<file path="src/rtl/stage_if_pkg.sv">
// Shared constants and types for the instruction-fetch stage and its IF/ID register.
package stage_if_pkg;

  localparam logic        RESET_ENABLE  = 1'b0;
  localparam logic        RESET_DISABLE = 1'b1;
  localparam logic        STALL_ENABLE  = 1'b1;
  localparam logic        STALL_DISABLE = 1'b0;
  localparam logic [31:0] INST_NOP      = 32'h0000_0000;
  localparam logic [31:0] PC_STEP       = 32'd4;

  typedef enum logic {
    S_IDLE = 1'b0,
    S_RUN  = 1'b1
  } state_t;

endpackage

</file>
<file path="src/rtl/stage_if_reg_if_id.sv">
// IF/ID pipeline latch: clear to NOP/0, load a fetched word and its address, or hold.
module reg_if_id
  import stage_if_pkg::*;
(
  input  logic        clock,
  input  logic        reset,
  input  logic        load,
  input  logic        clear,
  input  logic [31:0] next_instruction,
  input  logic [31:0] next_pc,
  output logic [31:0] instruction,
  output logic [31:0] pc
);

  logic [31:0] instruction_reg;
  logic [31:0] pc_reg;

  always_ff @(posedge clock) begin
    if (reset == RESET_ENABLE || clear) begin
      instruction_reg <= INST_NOP;
      pc_reg          <= 32'h0;
    end else if (load) begin
      instruction_reg <= next_instruction;
      pc_reg          <= next_pc;
    end
  end

  assign instruction = instruction_reg;
  assign pc          = pc_reg;

endmodule

</file>
<file path="src/rtl/stage_if.sv">
// Instruction fetch: PC register, ROM drive, redirect/stall handling and the IF/ID latch.
// The word fetched in the same cycle as a redirect is kept as the delay slot.
module stage_if
  import stage_if_pkg::*;
#(
  parameter logic [31:0] RESET_PC = 32'h0000_0000
) (
  input  logic        clock,
  input  logic        reset,
  input  logic        stall,
  input  logic        pc_write_enable,
  input  logic [31:0] pc_write_data,
  output logic        rom_read_enable,
  output logic [31:0] rom_address,
  input  logic [31:0] rom_data,
  output logic [31:0] instruction_o,
  output logic [31:0] pc_o,
  output logic [31:0] fetch_count
);

  state_t      state_reg, state_next;
  logic [31:0] pc_reg, pc_next;
  logic [31:0] count_reg, count_next;
  logic        if_load;
  logic        if_clear;

  always_ff @(posedge clock) begin
    if (reset == RESET_ENABLE) begin
      state_reg <= S_IDLE;
      pc_reg    <= RESET_PC;
      count_reg <= 32'h0;
    end else begin
      state_reg <= state_next;
      pc_reg    <= pc_next;
      count_reg <= count_next;
    end
  end

  always_comb begin
    state_next = state_reg;
    pc_next    = pc_reg;
    count_next = count_reg;
    if_load    = 1'b0;
    if_clear   = 1'b0;
    case (state_reg)
      S_IDLE: begin
        state_next = S_RUN;
        if_clear   = 1'b1;
      end
      S_RUN: begin
        // A stall freezes everything, including a pending redirect; stage_id re-presents it.
        if (stall != STALL_ENABLE) begin
          if_load    = 1'b1;
          count_next = count_reg + 32'd1;
          pc_next    = pc_write_enable ? pc_write_data : pc_reg + PC_STEP;
        end
      end
      default: state_next = S_IDLE;
    endcase
  end

  assign rom_read_enable = (state_reg == S_RUN);
  assign rom_address     = pc_reg;
  assign fetch_count     = count_reg;

  reg_if_id u_reg_if_id (
    .clock            (clock),
    .reset            (reset),
    .load             (if_load),
    .clear            (if_clear),
    .next_instruction (rom_data),
    .next_pc          (pc_reg),
    .instruction      (instruction_o),
    .pc               (pc_o)
  );

endmodule

</file>
<file path="config.mk">
export PLATFORM = sky130hd
export DESIGN_NAME = stage_if
export DESIGN_NICKNAME = d
export VERILOG_FILES = /design/src/rtl/stage_if_pkg.sv /design/src/rtl/stage_if_reg_if_id.sv /design/src/rtl/stage_if.sv
export SDC_FILE = /design/constraint.sdc
export NUM_CORES = 1
export LEC_CHECK = 0
export ABC_AREA = 1
export BUFFER_PORTS_ARGS = -buffer_cell sky130_fd_sc_hd__buf_4
export CAP_MARGIN = 40
export CORE_UTILIZATION = 48
export CTS_BUF_LIST = sky130_fd_sc_hd__clkbuf_2
export CTS_CLUSTER_DIAMETER = 200
export DETAILED_ROUTE_END_ITERATION = 10
export GPL_ROUTABILITY_DRIVEN = 1
export PLACE_DENSITY = 0.85
export SYNTH_ARGS = -nofsm -noshare
export SYNTH_HDL_FRONTEND = slang
export SYNTH_SLANG_ARGS = --single-unit
export TNS_END_PERCENT = 30
</file>
<file path="constraint.sdc">
create_clock -name clock -period 1.61 [get_ports clock]
set_clock_uncertainty 0.15 [all_clocks]
set_input_delay 0.161 -clock clock [delete_from_list [all_inputs] [get_ports clock]]
set_output_delay 0.161 -clock clock [all_outputs]
set_load 0.1 [all_outputs]
</file>
==> flow_metrics.py, run 1 <==
metrics = {
    "logic_synthesis": {
        "synthesis.area_um2": 6270,
        "synth_edf_count": 0,
        "synth-seq-cells": 129,
        "yosys.cell_types.count": 38,
        "synthFlopType": "dfxtp_1",
        "ys_async_sr_fraction_pct": 0,
        "yosysSeqAreaShare_pct": 41.2,
        "syn_avg_cell_area_um2": 6.61,
        "yosysWarnings": 0,
        "synthCells": 949,
        "synth_nets": 1019,
    },
    "status": {
        "error": "[ERROR DPL-0038] Utilization greater than 100%, impossible to legalize",
        "outcome": "stopped before the end",
        "haltStage": "global routing",
    },
    "floorplanning": {
        "ios": 197,
        "die_x_um": 116,
        "rows": 41,
        "die_h_um": 116,
        "start_util_pct": 49.5,
    },
    "clock_network": {
        "clk_path_buf_depth": 2,
        "clock_sinks": 129,
        "cts_htree_levels": 4,
        "cts_root_buf": "clkbuf_2",
        "cts_buffers": 17,
    },
    "sta": {
        "worstEndpointType": "sequential cell input",
        "grt-worst-endpoint": "rom_address[20]$_SDFFE_PN0P_/D",
    },
    "placement": {
        "gp_congestion": 0.945,
        "dp.final_hpwl_um": 14600,
        "port_buffers": 196,
        "placed_area_um2": 8350,
        "dp_slack_ps": -7.84,
    },
    "global_routing": {
        "grt_max_degree": 51,
    },
}
==> cell families after synthesis <==
family | share of synthesized area, %
and+or+nand+nor | 40.9
xor gates and xnor gates | 0.838
buffers and inverters | 7.30
adders and majority gates | 0.399
DFF | 41.2
AOI/OAI and AO/OA | 9.37
==> what timing repair did <==
action	4_1_cts
endpoints found under the setup margin	133
hold buffers	72
endpoints found under the hold margin	129
setup buffers	41
pin swaps	1
resized for setup	471
==> cell usage after synthesis, types with 2 or more instances <==
library cell	number	share of area (%)
nand3b_1	2	0.24
or2_2	2	0.20
nand2_2	8	0.80
buf_2	18	1.4
nand2_1	245	15
a21oi_1	40	3.2
o211ai_1	8	0.96
dfxtp_1	129	41
inv_2	2	0.12
nor2_4	6	1.1
ha_1	2	0.40
nor2_1	209	13
nor3_1	32	2.6
xnor2_1	2	0.28
a31oi_1	6	0.60
nor4_1	2	0.20
nand3_1	68	5.4
and2_1	2	0.20
a211oi_1	22	2.6
clkbuf_1	19	1.1
inv_1	71	4.2
nand4_1	7	0.70
nor2_2	8	0.80
o21ai_0	15	1.2
nor3b_1	5	0.60
xor2_1	4	0.56
nor3_2	3	0.48
nand3_2	2	0.32
==> metrics by stage <==
| step | instances | util [%] |
|---|---|---|
| 2_1_floorplan | 949 | - |
| 3_3_place_gp | 1304 | 65.9 |
| 3_5_place_dp | 1304 | 65.9 |
| 4_1_cts | 1449 | 89.8 |
==> run 2, diff against run 1 <==
CORE_UTILIZATION = 35   (was 48)
CTS_BUF_LIST = default   (was sky130_fd_sc_hd__clkbuf_2)
CTS_CLUSTER_DIAMETER = default   (was 200)
PLACE_DENSITY = default   (was 0.85)
PLACE_DENSITY_LB_ADDON = 0.15   (was default)
clock period = 2.1 ns   (was 1.61 ns; I/O delays follow)
==> flow_metrics.py, run 2 <==
metrics = {
    "status": {
        "outcome": "complete, no violations",
    },
    "critical_path": {
        "reg2regPathDepth": 10,
        "start_kind": "register",
        "path_max_fanout": 5,
        "end_kind": "register",
        "crit_required_ps": 2260,
        "critPathKind": "register to register",
        "worstPathArrival_ps": 2000,
    },
    "hold_path": {
        "min_path_type": "input pin to register",
        "hold_depth": 5,
    },
    "power_and_ir_drop": {
        "p_comb_share_pct": 17.0,
        "power_frac_clock_pct": 45.9,
        "powerDensity_nw_per_um2": 764,
        "peakVddDrop_v": 0.000592,
        "internal_power_mw": 4.92,
        "swShare_pct": 29.6,
        "leakage_nw": 3.74,
        "sequentialPowerShare_pct": 37.2,
        "p_switching_mw": 2.07,
    },
    "detailed_routing": {
        "drtIter0Drc": 404,
        "dr.pass1.iters": 5,
        "detail-route-antenna-nets": 0,
        "vias": 6857,
        "drc_errors": 0,
        "routed_wl_um": 21100,
        "wl_per_cell_um": 14.8,
        "via_per_inst": 4.81,
    },
    "global_routing": {
        "grt_pass1_wl_um": 32400,
        "grt_max_degree": 51,
        "grt_pass1_vias": 6266,
        "grt_usage_pct": 22.7,
        "antenna_found_initial": 0,
        "gr-total-overflow": 0,
    },
    "layout": {
        "mostFrequentLayoutCells": "244 x nand2_1, 208 x nor2_1, 208 x buf_4",
        "diodes": 0,
        "drive_above_1_share_pct": 25.5,
        "fin_cells": 1425,
        "area_growth_pct": 45.9,
        "nNetsFinal": 1258,
        "fin_area_um2": 9150,
        "n_fill_cell": 1763,
        "final_common_cell": "nand2_1",
    },
    "sta": {
        "finalSetupViolations": 0,
        "hold_viol": 0,
        "max_freq_ghz": 0.544,
        "slew_violations": 0,
        "timing.hold.ws_ps": 16.3,
        "fin_setup_tns_ps": 0,
        "min_period_over_period_pct": 87.6,
        "rsz0062_at_grt": "false",
        "min_period_ps": 1840,
        "worst_slew_pin_slew_ps": 578,
        "maxSlewHeadroom_pct": 61.5,
    },
    "logic_synthesis": {
        "synth_compound_area_share_pct": 9.37,
        "synth.area.mux_share_pct": 0,
        "synth_top_cells_by_count": "245 x nand2_1, 209 x nor2_1, 129 x dfxtp_1",
        "synthSimpleGateAreaFrac_pct": 40.9,
        "yosys.cell_types.count": 38,
        "synth_nets": 1019,
        "yosysSeqAreaShare_pct": 41.2,
        "synth_top_area_cell": "dfxtp_1",
        "synth_area_leaders": "dfxtp_1 41%, nand2_1 15%, nor2_1 13%, nand3_1 5.4%, inv_1 4.2%",
        "yosys.area_share.xor_xnor_pct": 0.838,
        "synth_edf_count": 0,
        "synth_top_family_by_area": "simple AND/OR/NAND/NOR gates",
        "synthFlopType": "dfxtp_1",
        "synth_fa_ha_area_share_pct": 0.399,
        "yosysMostFrequentCell": "nand2_1",
        "syn_avg_cell_area_um2": 6.61,
        "synth-seq-cells": 129,
        "synthesis.area_um2": 6270,
        "yosysWarnings": 0,
        "synthCells": 949,
        "ys_async_sr_fraction_pct": 0,
        "netlist.area_leader.share_pct": 41.2,
    },
    "placement": {
        "placed_area_um2": 8020,
        "port_buffers": 196,
        "place_inst": 1345,
        "gp_congestion": 0.895,
        "dp.final_hpwl_um": 15200,
    },
    "floorplanning": {
        "core_area_um2": 17400,
        "die_x_um": 136,
        "die-area_um2": 18500,
        "rows": 48,
        "die_h_um": 136,
        "ios": 197,
        "start_util_pct": 36.0,
    },
    "clock_network": {
        "cts_htree_levels": 4,
        "insertion_delay_ps": 420,
        "post_cts_buffers": 0,
        "clk_path_buf_depth": 2,
        "clock_sinks": 129,
        "cts_tree": "done",
        "cts_buffers": 17,
        "cts_root_buf": "clkbuf_16",
        "cts.clk_slew.worst_paths_ps": 60,
    },
    "flow_run": {
        "cap_violations": 0,
    },
}
## run 2: power groups by stage
stage	registers (mW)	logic [mW]	clock network, mW
4_1_cts	2.60	1.19	3.26
5_1_grt	2.61	1.25	3.35
3_3_place_gp	2.65	1.11	0
3_5_place_dp	2.65	1.11	0
6_report	2.60	1.19	3.21
2_1_floorplan	3.17	0.261	0
## run 2: layout make-up
| class | instances | area [um2] | area share [%] |
|---|---|---|---|
| well taps | 225 | 282 | 3.08 |
| multi-input cells | 707 | 3240 | 35.4 |
| inverters | 74 | 278 | 3.04 |
| clock inverters | 11 | 178 | 1.94 |
| repair buffers | 259 | 2090 | 22.9 |
| flip-flops and latches | 129 | 2620 | 28.6 |
| clock buffers | 20 | 457 | 4.99 |
## run 2: worst paths after layout
| kind | startpoint | to | slack (ps) |
|---|---|---|---|
| setup / recovery | rom_address[3] | rom_address[16] | 260 |
| hold / removal | pc_write_data[23] | rom_address[23] | 20 |
| setup reg to reg | rom_address[3] | rom_address[16] | 260 |
| hold reg to reg | u_reg_if_id.instruction[12] | u_reg_if_id.instruction[12] | 320 |
## run 2: layer usage
metal / global-route usage [%] / share of wire [%] / vias up
met1: 30.3 / 47 / 3113
met2: 36.5 / 45 / 192
met3: 4.81 / 6.2 / 23
met5: 0 / 0 / -
met4: 7.35 / 1.5 / 0
li1: - / - / 3529
## run 2: critical path, cell delays in order, from the launching register on
cell	delay (ps)
dfxtp_2	400
ha_1	190
nand2_1	110
nor2_1	250
nand2_1	160
nor2_1	160
nand2_1	60
nand3_1	90
nand3_1	70
nand2_1	60
inv_1	30
## run 2: logic make-up after synthesis
logic type | Yosys count
compound gates | 97
xor+xnor | 6
fa+ha+maj | 2
buf+inv | 113
flops | 129
simple gates | 602
## run 2: stage by stage
| step | worst slack [ps] | power [mW] | util (%) |
|---|---|---|---|
| floorplan | -33.7 | 3.43 | - |
| global placement | 229 | 3.76 | 46.1 |
| detailed placement | 232 | 3.76 | 46.1 |
| CTS | 197 | 7.05 | 52.5 |
| global route | 45.0 | 7.21 | 52.5 |
| finish | 260 | 6.99 | 52.5 |
## run 2: timing repair
item,4_1_cts,5_1_grt
hold buffers,49,0
resized for setup,0,1
setup endpoints to repair,0,1
endpoints found under the hold margin,50,0
Power figures use the tool's default switching activity.
==> run 3, diff against run 2 <==
RECOVER_POWER = 25   (was default)
==> flow_metrics.py, run 3 (same netlist as run 2, synthesis figures left out) <==
metrics = {
    "sta": {
        "slew_violations": 0,
        "rsz0062_at_grt": "false",
        "min_period_ps": 1950,
        "fin_setup_tns_ps": 0,
        "max_freq_ghz": 0.514,
        "worst_slew_pin_slew_ps": 825,
        "finalSetupViolations": 0,
        "min_period_over_period_pct": 92.7,
        "maxSlewHeadroom_pct": 45.0,
        "hold_viol": 0,
        "finalWorstSetupSlack_ps": 154,
    },
    "clock_network": {
        "cts_root_buf": "clkbuf_16",
        "clock_sinks": 129,
        "cts_tree": "done",
        "cts_htree_levels": 4,
        "post_cts_buffers": 0,
        "cts_buffers": 17,
        "insertion_delay_ps": 420,
        "clk_path_buf_depth": 2,
        "cts.clk_slew.worst_paths_ps": 60,
    },
    "critical_path": {
        "crit_required_ps": 2290,
        "max_stage_delay_ps": 670,
        "end_kind": "register",
        "worstPathArrival_ps": 2140,
        "path_max_fanout": 16,
        "cpMaxStageDelayCell": "clkbuf_1",
        "crit_buf_inv": 3,
        "critPathKind": "input pin to register",
        "start_kind": "input pin",
        "worstPathCellList": "dlygate4sd3_1 > clkbuf_2 > clkbuf_1 > o21ai_0 > a21oi_1",
        "critPathTopFamily": "buffers and inverters",
    },
    "global_routing": {
        "grt_pass1_wl_um": 32400,
        "antenna_found_initial": 0,
        "grt_pass1_vias": 6266,
        "grt_usage_pct": 22.7,
        "grt_max_degree": 51,
        "gr-total-overflow": 0,
    },
    "hold_path": {
        "min_path_type": "input pin to register",
    },
    "layout": {
        "diodes": 0,
        "final_common_cell": "nand2_1",
        "area_growth_pct": 43.9,
        "fin_area_um2": 9030,
        "fin_cells": 1425,
        "nNetsFinal": 1258,
        "mostFrequentLayoutCells": "244 x nand2_1, 208 x nor2_1, 160 x buf_4",
        "drive_above_1_share_pct": 25.4,
        "n_fill_cell": 1790,
        "fin_util_pct": 51.8,
    },
    "detailed_routing": {
        "wl_met2_um": 9460,
        "routed_wl_um": 21000,
        "detail-route-antenna-nets": 0,
        "dr.pass1.iters": 5,
        "wl_per_cell_um": 14.8,
        "via_per_inst": 4.81,
        "drtIter0Drc": 419,
        "met3RoutedLength_um": 1380,
        "vias": 6852,
        "top_layer_used": "met4",
        "drt-met1-wl_um": 9830,
        "drc_errors": 0,
    },
    "floorplanning": {
        "rows": 48,
        "die_x_um": 136,
        "ios": 197,
        "core_area_um2": 17400,
        "start_util_pct": 36.0,
        "die-area_um2": 18500,
        "die_h_um": 136,
    },
    "status": {
        "outcome": "complete, no violations",
    },
    "placement": {
        "dp.final_hpwl_um": 15200,
        "gp_congestion": 0.895,
        "dp_slack_ps": 232,
        "place_inst": 1345,
        "port_buffers": 196,
        "placed_area_um2": 8020,
    },
    "power_and_ir_drop": {
        "leakage_nw": 3.70,
        "powerDensity_nw_per_um2": 772,
        "peakVddDrop_v": 0.000591,
    },
    "flow_run": {
        "cap_violations": 0,
    },
}
==> run 3: what timing repair did <==
action / 4_1_cts / 5_1_grt
resized for setup: 0 / 1
setup endpoints to repair: 0 / 1
hold buffers: 49 / 0
hold endpoints to repair: 50 / 0
==> run 3: per-stage QoR <==
step                      power (mW)  hold WS, ps
after floorplan                 3.43         87.7
after global placement          3.76          305
after detailed placement        3.76          310
after CTS                       7.05         2.39
after global routing            7.18         20.9
final                           6.97         15.5
==> run 3: tightest hold or removal path, delay by kind of cell <==
kind / cells / cell delay, ps
buffers and inverters: 1 / 80
AO/OA/AOI/OAI: 1 / 100
AND/OR/NAND/NOR: 3 / 150
==> run 3: final timing paths <==
check | from | to | slack, ps | depth (start not counted)
max | reset | fetch_count[5] | 150 | 5
min | pc_write_data[23] | rom_address[23] | 20 | 5
max reg2reg | rom_address[3] | rom_address[16] | 250 | 10
min reg2reg | u_reg_if_id.instruction[12] | u_reg_if_id.instruction[12] | 320 | 2
==> run 3: power by group <==
group          switching [mW]  internal, mW
Sequential             0.0697          2.53
Combinational           0.847         0.316
Clock                    1.15          2.05
==> run 3: final cells by class <==
cell class                      instances  area [um2]  share of cell area [%]
Multi-Input combinational cell        707        3240                    35.9
Sequential cell                       129        2620                    29.0
Timing Repair Buffer                  259        1970                    21.8
Clock buffer                           20         457                    5.06
Tap cell                              225         282                    3.12
Inverter                               74         278                    3.08
Clock inverter                         11         178                    1.97
==> run 3: layer usage <==
| metal | up-vias | track usage, % |
|---|---|---|
| li1 | 3533 | - |
| met1 | 3084 | 30.3 |
| met2 | 210 | 36.5 |
| met3 | 25 | 4.81 |
| met4 | 0 | 7.35 |
| met5 | - | 0 |
